--- config.mk ---
export PLATFORM = sky130hd
export DESIGN_NAME = seq_cla_adder_ctrl
export DESIGN_NICKNAME = d
export VERILOG_FILES = /design/src/rtl/seq_cla_adder_ctrl_pkg.sv /design/src/rtl/seq_cla_adder_ctrl_cla4_slice.sv /design/src/rtl/seq_cla_adder_ctrl.sv
export SDC_FILE = /design/constraint.sdc
export NUM_CORES = 1
export LEC_CHECK = 0
export CAP_MARGIN = 0
export CORE_UTILIZATION = 50
export CTS_BUF_LIST = sky130_fd_sc_hd__clkbuf_2
export DETAILED_ROUTE_END_ITERATION = 6
export PLACE_DENSITY = 0.9
export SLEW_MARGIN = 20
export SYNTH_ARGS = -nofsm -noshare
export SYNTH_HDL_FRONTEND = slang
export SYNTH_SLANG_ARGS = --single-unit
--- constraint.sdc ---
create_clock -name clk -period 3.1 [get_ports clk]
set_input_delay 0.62 -clock clk [delete_from_list [all_inputs] [get_ports clk]]
set_output_delay 0.62 -clock clk [all_outputs]
set_load 0.03 [all_outputs]
--- src/rtl/seq_cla_adder_ctrl_pkg.sv ---
// Shared definitions for the sequenced shared-slice CLA adder:
// controller state encoding, nibble width and operand-width legality.
package seq_cla_adder_ctrl_pkg;

  typedef enum logic [1:0] {
    IDLE = 2'd0,
    RUN  = 2'd1,
    DONE = 2'd2
  } state_e;

  localparam int NIBBLE = 4;

  function automatic bit width_ok(input int w);
    return (w >= 2 * NIBBLE) && ((w % NIBBLE) == 0);
  endfunction

endpackage

--- src/rtl/seq_cla_adder_ctrl_cla4_slice.sv ---
// 4-bit carry-lookahead slice with block propagate/generate outputs,
// shared by the sequenced adder controller one nibble per cycle.
module cla4_slice
  import seq_cla_adder_ctrl_pkg::*;
(
  input  logic [NIBBLE-1:0] a,
  input  logic [NIBBLE-1:0] b,
  input  logic              cin,
  output logic [NIBBLE-1:0] sum,
  output logic              cout,
  output logic              pb,
  output logic              gb
);

  logic [NIBBLE-1:0] p;
  logic [NIBBLE-1:0] g;
  logic [NIBBLE:0]   c;

  assign p = a ^ b;
  assign g = a & b;

  // Every carry is flattened from cin so no ripple path exists inside the slice.
  assign c[0] = cin;
  assign c[1] = g[0] | (p[0] & cin);
  assign c[2] = g[1] | (p[1] & g[0]) | (p[1] & p[0] & cin);
  assign c[3] = g[2] | (p[2] & g[1]) | (p[2] & p[1] & g[0]) | (p[2] & p[1] & p[0] & cin);

  assign pb   = &p;
  assign gb   = g[3] | (p[3] & g[2]) | (p[3] & p[2] & g[1]) | (p[3] & p[2] & p[1] & g[0]);
  assign c[4] = gb | (pb & cin);

  assign sum  = p ^ c[NIBBLE-1:0];
  assign cout = c[4];

endmodule

--- src/rtl/seq_cla_adder_ctrl.sv ---
// Multi-cycle adder that time-shares one 4-bit CLA slice, LSB nibble first,
// chaining the carry through a register and accumulating word-level P/G.
module seq_cla_adder_ctrl
  import seq_cla_adder_ctrl_pkg::*;
#(
  parameter int WIDTH = 16
) (
  input  logic             clk,
  input  logic             rst,
  input  logic             start,
  input  logic [WIDTH-1:0] a,
  input  logic [WIDTH-1:0] b,
  input  logic             cin,
  output logic             busy,
  output logic             done,
  output logic [WIDTH-1:0] sum,
  output logic             cout,
  output logic             ovf,
  output logic             pg_p,
  output logic             pg_g
);

  localparam int  NSLICE      = WIDTH / NIBBLE;
  localparam int  IDX_W       = $clog2(NSLICE);
  localparam int  MSB         = WIDTH - 1;
  localparam bit  WIDTH_LEGAL = width_ok(WIDTH);

  generate
    if (!WIDTH_LEGAL) begin : g_bad_width
      $error("seq_cla_adder_ctrl: WIDTH must be a multiple of 4 and at least 8");
    end
  endgenerate

  state_e             state_q, state_d;
  logic [WIDTH-1:0]   a_q, a_d, b_q, b_d, sum_q, sum_d;
  logic [IDX_W-1:0]   idx_q, idx_d;
  logic               carry_q, carry_d, p_acc_q, p_acc_d, g_acc_q, g_acc_d;
  logic               cout_q, cout_d, ovf_q, ovf_d, pg_p_q, pg_p_d, pg_g_q, pg_g_d;
  logic               busy_q, busy_d, done_q, done_d;

  logic [NIBBLE-1:0]  slice_a, slice_b, slice_sum;
  logic               slice_cout, slice_pb, slice_gb;

  assign slice_a = a_q[int'(idx_q) * NIBBLE +: NIBBLE];
  assign slice_b = b_q[int'(idx_q) * NIBBLE +: NIBBLE];

  cla4_slice u_slice (
    .a    (slice_a),
    .b    (slice_b),
    .cin  (carry_q),
    .sum  (slice_sum),
    .cout (slice_cout),
    .pb   (slice_pb),
    .gb   (slice_gb)
  );

  // Result flags are computed on the last nibble so they appear with done.
  always_comb begin
    state_d = state_q;
    a_d     = a_q;
    b_d     = b_q;
    sum_d   = sum_q;
    idx_d   = idx_q;
    carry_d = carry_q;
    p_acc_d = p_acc_q;
    g_acc_d = g_acc_q;
    cout_d  = cout_q;
    ovf_d   = ovf_q;
    pg_p_d  = pg_p_q;
    pg_g_d  = pg_g_q;

    case (state_q)
      IDLE, DONE: begin
        state_d = IDLE;
        if (start) begin
          state_d = RUN;
          a_d     = a;
          b_d     = b;
          carry_d = cin;
          idx_d   = '0;
          sum_d   = '0;
          p_acc_d = 1'b1;
          g_acc_d = 1'b0;
        end
      end
      RUN: begin
        sum_d[int'(idx_q) * NIBBLE +: NIBBLE] = slice_sum;
        carry_d = slice_cout;
        p_acc_d = p_acc_q & slice_pb;
        g_acc_d = slice_gb | (slice_pb & g_acc_q);
        if (idx_q == IDX_W'(NSLICE - 1)) begin
          state_d = DONE;
          cout_d  = slice_cout;
          pg_p_d  = p_acc_d;
          pg_g_d  = g_acc_d;
          ovf_d   = (a_q[MSB] == b_q[MSB]) & (sum_d[MSB] != a_q[MSB]);
        end else begin
          idx_d = idx_q + IDX_W'(1);
        end
      end
      default: state_d = IDLE;
    endcase

    busy_d = (state_d == RUN);
    done_d = (state_d == DONE);
  end

  always_ff @(posedge clk) begin
    if (rst) begin
      state_q <= IDLE;
      a_q     <= '0;
      b_q     <= '0;
      sum_q   <= '0;
      idx_q   <= '0;
      carry_q <= 1'b0;
      p_acc_q <= 1'b0;
      g_acc_q <= 1'b0;
      cout_q  <= 1'b0;
      ovf_q   <= 1'b0;
      pg_p_q  <= 1'b0;
      pg_g_q  <= 1'b0;
      busy_q  <= 1'b0;
      done_q  <= 1'b0;
    end else begin
      state_q <= state_d;
      a_q     <= a_d;
      b_q     <= b_d;
      sum_q   <= sum_d;
      idx_q   <= idx_d;
      carry_q <= carry_d;
      p_acc_q <= p_acc_d;
      g_acc_q <= g_acc_d;
      cout_q  <= cout_d;
      ovf_q   <= ovf_d;
      pg_p_q  <= pg_p_d;
      pg_g_q  <= pg_g_d;
      busy_q  <= busy_d;
      done_q  <= done_d;
    end
  end

  assign busy = busy_q;
  assign done = done_q;
  assign sum  = sum_q;
  assign cout = cout_q;
  assign ovf  = ovf_q;
  assign pg_p = pg_p_q;
  assign pg_g = pg_g_q;

endmodule
==> impl_metrics.env, run 1 <==
export IMPL_status="finished, final reports clean"
export IMPL_hold_viol=0
export IMPL_worst_pin_slew_ps=809
export IMPL_io_buffers=57
export IMPL_relSlewSlack_pct=46.1
export IMPL_cp_data_required_time_ps=3480
export IMPL_drc_errors=0
export IMPL_rows=25
export IMPL_fmax_mhz=360
export IMPL_synthTopCellsByArea="dfxtp_1 47%, nand2_1 10%, a21oi_1 8.3%, mux4_2 6.9%, nor2_1 4.8%"
export IMPL_floorplan_initialDensity_pct=53.6
export IMPL_seq_area_frac_synth_pct=47.0
export IMPL_grt_pass1_wl_mm=9.78
export IMPL_gp_congestion=0.872
export IMPL_multi_input_area_um2=1260
export IMPL_fin_crit_ps=2780
export IMPL_finalSetupViolations=0
export IMPL_seqCellArea_um2=1220
export IMPL_yosysUniqueCellTypes=31
export IMPL_rr_endpoint="ovf"
export IMPL_fp_coreArea_um2=4850
export IMPL_yosys_area_top_type="dfxtp_1"
export IMPL_path_class="reg2reg"
export IMPL_ys_ff_latch=61
export IMPL_die_area_um2=5490
export IMPL_whs_endpoint="b_q[1]"
export IMPL_r2r_slack_ps=320
export IMPL_cts_root_buf="clkbuf_2"
export IMPL_grt_pass1_vias=2233
export IMPL_clockBufferDepth=2
export IMPL_antenna_found_initial=0
export IMPL_wl_mm=5.68
export IMPL_grt_usage_pct=23.6
export IMPL_critical_path_arrival_ps=3160
export IMPL_crit_reg2reg_launch="idx_q[0]"
export IMPL_fin_skew_ps=26.9
export IMPL_grt_max_degree=47
export IMPL_die_h_um=74.1
export IMPL_holdCritStartpoint="b_q[1]"
export IMPL_yosys_area_top_type_share_pct=47.0
export IMPL_ir_worst_vdd_mv=0.266
export IMPL_hold_depth=2
export IMPL_postCtsSetupRepairBufs=0
export IMPL_placed_cells=409
export IMPL_power_per_cell_area_nw_per_um2=489
export IMPL_cts_tree="done"
export IMPL_synth_warning_count=0
export IMPL_vias=2268
export IMPL_grt_ovfl_total=0
export IMPL_rsz0062_at_grt="false"
export IMPL_postPlaceCellArea_um2=3200
export IMPL_hold_buffers=0
export IMPL_dp_hpwl_mm=4.21
export IMPL_post_route_cell_area_um2=3330
export IMPL_synth_avg_cell_area_um2=8.69
export IMPL_hp_class="reg2reg"
export IMPL_fin_cells=424
export IMPL_clk_pin_slew_ps=180
export IMPL_num_antenna_cells=0
export IMPL_avgRoutedWirePerCell_um=13.4
export IMPL_synth_cells=299
export IMPL_fillers=378
export IMPL_layout_commonest_cell="nand2_1"
export IMPL_start_kind="register"
export IMPL_finalMaxSlewViolations=0
export IMPL_clock_latency_ps=490
export IMPL_clock_sinks=61
export IMPL_final_cell_mix="69 x nand2_1, 61 x dfxtp_1, 56 x clkdlybuf4s50_1"
export IMPL_cts_buffers=9
export IMPL_crit_path_end_kind="register"
export IMPL_antenna_left=0
export IMPL_syn_num_nets=344
export IMPL_vias_per_cell=5.35
export IMPL_min_period_over_period_pct=89.6
export IMPL_die_width_um=74.1
export IMPL_worst_path_max_fanout=9
export IMPL_htreeDepth=3
export IMPL_syn_cell_area_um2=2600
export IMPL_firstDrtPassIters=5
export IMPL_nNetsFinal=398
export IMPL_cts_repair_resized=0
export IMPL_max_cap_violations=0
export IMPL_drive_gt1_share_pct=8.96
export IMPL_pin_count=58
export IMPL_power_total_mw=1.63
export IMPL_worst_r2r_path_depth=7
export IMPL_fin_tns_setup_ps=0
export IMPL_power_leakage_nw=1.25
export IMPL_drtIter0Drc=133
export IMPL_area_growth_pct=28.0
-- synthesized netlist by cell type --
cell,instances
a21oi_1,43
ha_1,8
xnor2_1,2
mux2i_1,2
nor2b_1,2
xor2_2,1
o31a_1,1
nor4b_1,1
and2_1,2
a41oi_1,1
a32oi_1,1
a21o_1,2
and4_2,1
dfxtp_1,61
buf_2,4
a211oi_1,2
nand2_1,69
mux4_2,8
inv_1,8
fa_1,1
clkbuf_1,12
nor2_1,33
nand2b_1,3
nand3_1,2
o21bai_1,1
a22oi_1,16
buf_4,3
nor3_1,6
and2b_1,1
o21ai_2,1
o21ai_0,1
-- per-layer routing --
layer | track usage, % | part of all wire (%)
met3 | 4.20 | 4.0
met5 | 0 | 0
met2 | 39.6 | 50
met4 | 13.2 | 2.6
met1 | 28.8 | 43
-- cell type report --
class | instances | share of cell area [%]
well taps | 67 | 2.52
flip-flops and latches | 61 | 36.7
inverters | 8 | 0.903
clock buffers | 10 | 1.50
repair buffers | 62 | 18.1
clock inverters | 5 | 2.29
multi-input cells | 211 | 37.9
-- power by group --
group          total (mW)  internal (mW)  switching [mW]
registers           0.841          0.818          0.0230
logic               0.243          0.110           0.133
clock network       0.542          0.262           0.279
total                1.63           1.19           0.435
-- cells by family after synthesis --
family,count (synthesis),synth area share [%]
and+or+nand+nor,120,19.0
muxes,10,7.70
adders and majority gates,9,4.62
buffers and inverters,27,4.53
AOI/OAI and AO/OA,69,15.9
DFF,61,47.0
xor gates and xnor gates,3,1.30
-- flip-flops by register name (all words and copies together) (netlist names), 2 cells and up --
name     count
a_q         16
b_q         16
idx_q        2
state_q      2
sum         16
-- worst max-delay path by stage --
| stage | startpoint | end | slack, ps | cells after the start |
|---|---|---|---|---|
| 2_1_floorplan | idx_q[1] | ovf | 500 | 8 |
| 3_3_place_gp | idx_q[0] | ovf | 480 | 7 |
| 3_5_place_dp | idx_q[0] | ovf | 370 | 7 |
| 4_1_cts | idx_q[0] | ovf | 320 | 7 |
| 5_1_grt | idx_q[0] | ovf | 190 | 7 |
| 6_report | idx_q[0] | ovf | 320 | 7 |
-- per-stage QoR --
stage               hold slack (ps)  utilization (%)  worst slack, ps
floorplan                       433                -              499
global placement                443             66.0              484
detailed placement              449             66.0              371
CTS                             470             68.6              316
global route                    487             68.6              188
finish                          467             68.6              322
-- critical path, cell delays in order (launching register included) --
cell and delay (ps):
dfxtp_1 650, mux4_2 580, ha_1 390, a21oi_1 270, o21ai_2 100, xor2_2 280, mux2i_1 130, o31a_1 270
(Power assumes the default switching activity.)
==> inputs of run 2 (changes only) <==
PLACE_DENSITY = 0.79   (was 0.9)
==> run 2 against run 1 <==
  * Setup slack improved by 23 ps
  * Critical path depth unchanged
  * Die area stayed put
  * Maximum frequency is 0.85% higher
  * Routed wire length increased by 1.3%
  * Sequential power barely moved
  * First-iteration DRC count shrank 9.8%
  * Clock-buffer cell count unchanged
  * Core utilization decreased by 0.31 points
  * Power decreased by 4.7%
  * Register-to-register slack gained 20 ps
  * Clock skew decreased by 9.0 ps
  * Largest cell class unchanged
  * Highest routed layer unchanged
==> impl_metrics.env, run 2 (synthesized netlist as in run 1, its figures left out) <==
export IMPL_cp_data_required_time_ps=3470
export IMPL_ir_worst_vdd_mv=0.257
export IMPL_hold_viol=0
export IMPL_finalSetupViolations=0
export IMPL_max_cap_violations=0
export IMPL_die_area_um2=5490
export IMPL_vias=2217
export IMPL_power_per_cell_area_nw_per_um2=468
export IMPL_die_width_um=74.1
export IMPL_cts_buffers=9
export IMPL_htreeDepth=3
export IMPL_avgRoutedWirePerCell_um=13.5
export IMPL_cts_repair_resized=0
export IMPL_rr_endpoint="ovf"
export IMPL_crit_path_end_kind="register"
export IMPL_min_period_over_period_pct=88.9
export IMPL_status="finished, final reports clean"
export IMPL_cp_slowest_cell="dfxtp_1"
export IMPL_cts_root_buf="clkbuf_2"
export IMPL_rsz0062_at_grt="false"
export IMPL_power_leakage_nw=1.25
export IMPL_whs_endpoint="pg_p"
export IMPL_slowest_delay_ps=660
export IMPL_gp_congestion=0.868
export IMPL_worst_pin_slew_ps=767
export IMPL_area_growth_pct=27.4
export IMPL_grt_usage_pct=24.3
export IMPL_worst_path_max_fanout=10
export IMPL_io_buffers=57
export IMPL_finalMaxSlewViolations=0
export IMPL_final_cell_mix="69 x nand2_1, 61 x dfxtp_1, 56 x clkdlybuf4s50_1"
export IMPL_crit_reg2reg_launch="idx_q[0]"
export IMPL_clk_pin_slew_ps=160
export IMPL_wl_mm=5.75
export IMPL_firstDrtPassIters=4
export IMPL_floorplan_initialDensity_pct=53.6
export IMPL_grt_pass1_vias=2214
export IMPL_fin_util_pct=68.3
export IMPL_layout_commonest_cell="nand2_1"
export IMPL_fillers=410
export IMPL_drive_gt1_share_pct=9.47
export IMPL_grt_max_degree=34
export IMPL_fin_skew_ps=17.9
export IMPL_critical_path_arrival_ps=3130
export IMPL_nNetsFinal=399
export IMPL_hold_depth=2
export IMPL_fin_crit_ps=2750
export IMPL_holdCritStartpoint="pg_p"
export IMPL_drc_errors=0
export IMPL_vias_per_cell=5.20
export IMPL_drtIter0Drc=120
export IMPL_antenna_left=0
export IMPL_clockBufferDepth=2
export IMPL_start_kind="register"
export IMPL_cts_tree="done"
export IMPL_clock_sinks=61
export IMPL_antenna_found_initial=0
export IMPL_hp_class="reg2reg"
export IMPL_dp_hpwl_mm=4.17
export IMPL_pin_count=58
export IMPL_path_class="reg2reg"
export IMPL_seqCellArea_um2=1220
export IMPL_worst_r2r_path_depth=7
export IMPL_fin_tns_setup_ps=0
export IMPL_layout_setup_ws_ps=345
export IMPL_relSlewSlack_pct=48.1
export IMPL_multi_input_area_um2=1260
export IMPL_place_ws_ps=347
export IMPL_clock_latency_ps=470
export IMPL_timing_hold_ws_ps=458
export IMPL_r2r_slack_ps=350
export IMPL_postCtsSetupRepairBufs=0
export IMPL_crit_chain="mux4_2 -> ha_1 -> a41oi_1 -> o21ai_2 -> xor2_2 -> mux2i_1 -> o31a_1"
export IMPL_num_antenna_cells=0
export IMPL_die_h_um=74.1
export IMPL_hold_buffers=0
export IMPL_grt_ovfl_total=0
export IMPL_rows=25
export IMPL_fp_coreArea_um2=4850
export IMPL_fmax_mhz=363
export IMPL_grt_pass1_wl_mm=10.0
-- run 2: how the worst max path moves through the flow --
stage	cells after the start	slack, ps	end	start
6_report	7	350	ovf	idx_q[0]
5_1_grt	7	160	ovf	idx_q[0]
4_1_cts	7	330	ovf	idx_q[0]
3_5_place_dp	7	350	ovf	idx_q[0]
3_3_place_gp	7	420	ovf	idx_q[0]
2_1_floorplan	8	500	ovf	idx_q[1]
-- run 2: layout make-up --
| cell class | count | area share [%] |
|---|---|---|
| flip-flops and latches | 61 | 36.9 |
| clock inverters | 6 | 1.62 |
| repair buffers | 63 | 18.4 |
| well taps | 67 | 2.53 |
| inverters | 8 | 0.907 |
| clock buffers | 10 | 1.51 |
| multi-input cells | 211 | 38.1 |
-- run 2: layer usage --
layer / global-route usage, % / routed length [um] / up-vias
met1: 30.9 / 2730 / 1021
met5: 0 / 0 / -
li1: - / - / 1128
met2: 38.2 / 2690 / 57
met3: 5.83 / 235 / 11
met4: 13.0 / 102 / 0
-- run 2: worst max-delay path, delay by kind of cell, from the launching register on --
family,cells,cell delay [ps]
multiplexers,2,690
flip-flops,1,660
adder cells (fa/ha/maj),1,380
XOR/XNOR,1,270
AO/OA/AOI/OAI,3,660
-- run 2: stage by stage --
step / total power [mW] / instance area (um2) / std cells
finish: 1.55 / 3310 / 426
global placement: 1.09 / 3210 / 410
CTS: 1.55 / 3310 / 426
global route: 1.62 / 3310 / 426
detailed placement: 1.10 / 3210 / 410
floorplan: 1.01 / 2600 / 299
-- run 2: report_power, final --
part,switching [mW],internal (mW),total [mW]
registers,0.0239,0.818,0.842
clock network,0.283,0.182,0.465
logic,0.131,0.112,0.242
total,0.438,1.11,1.55
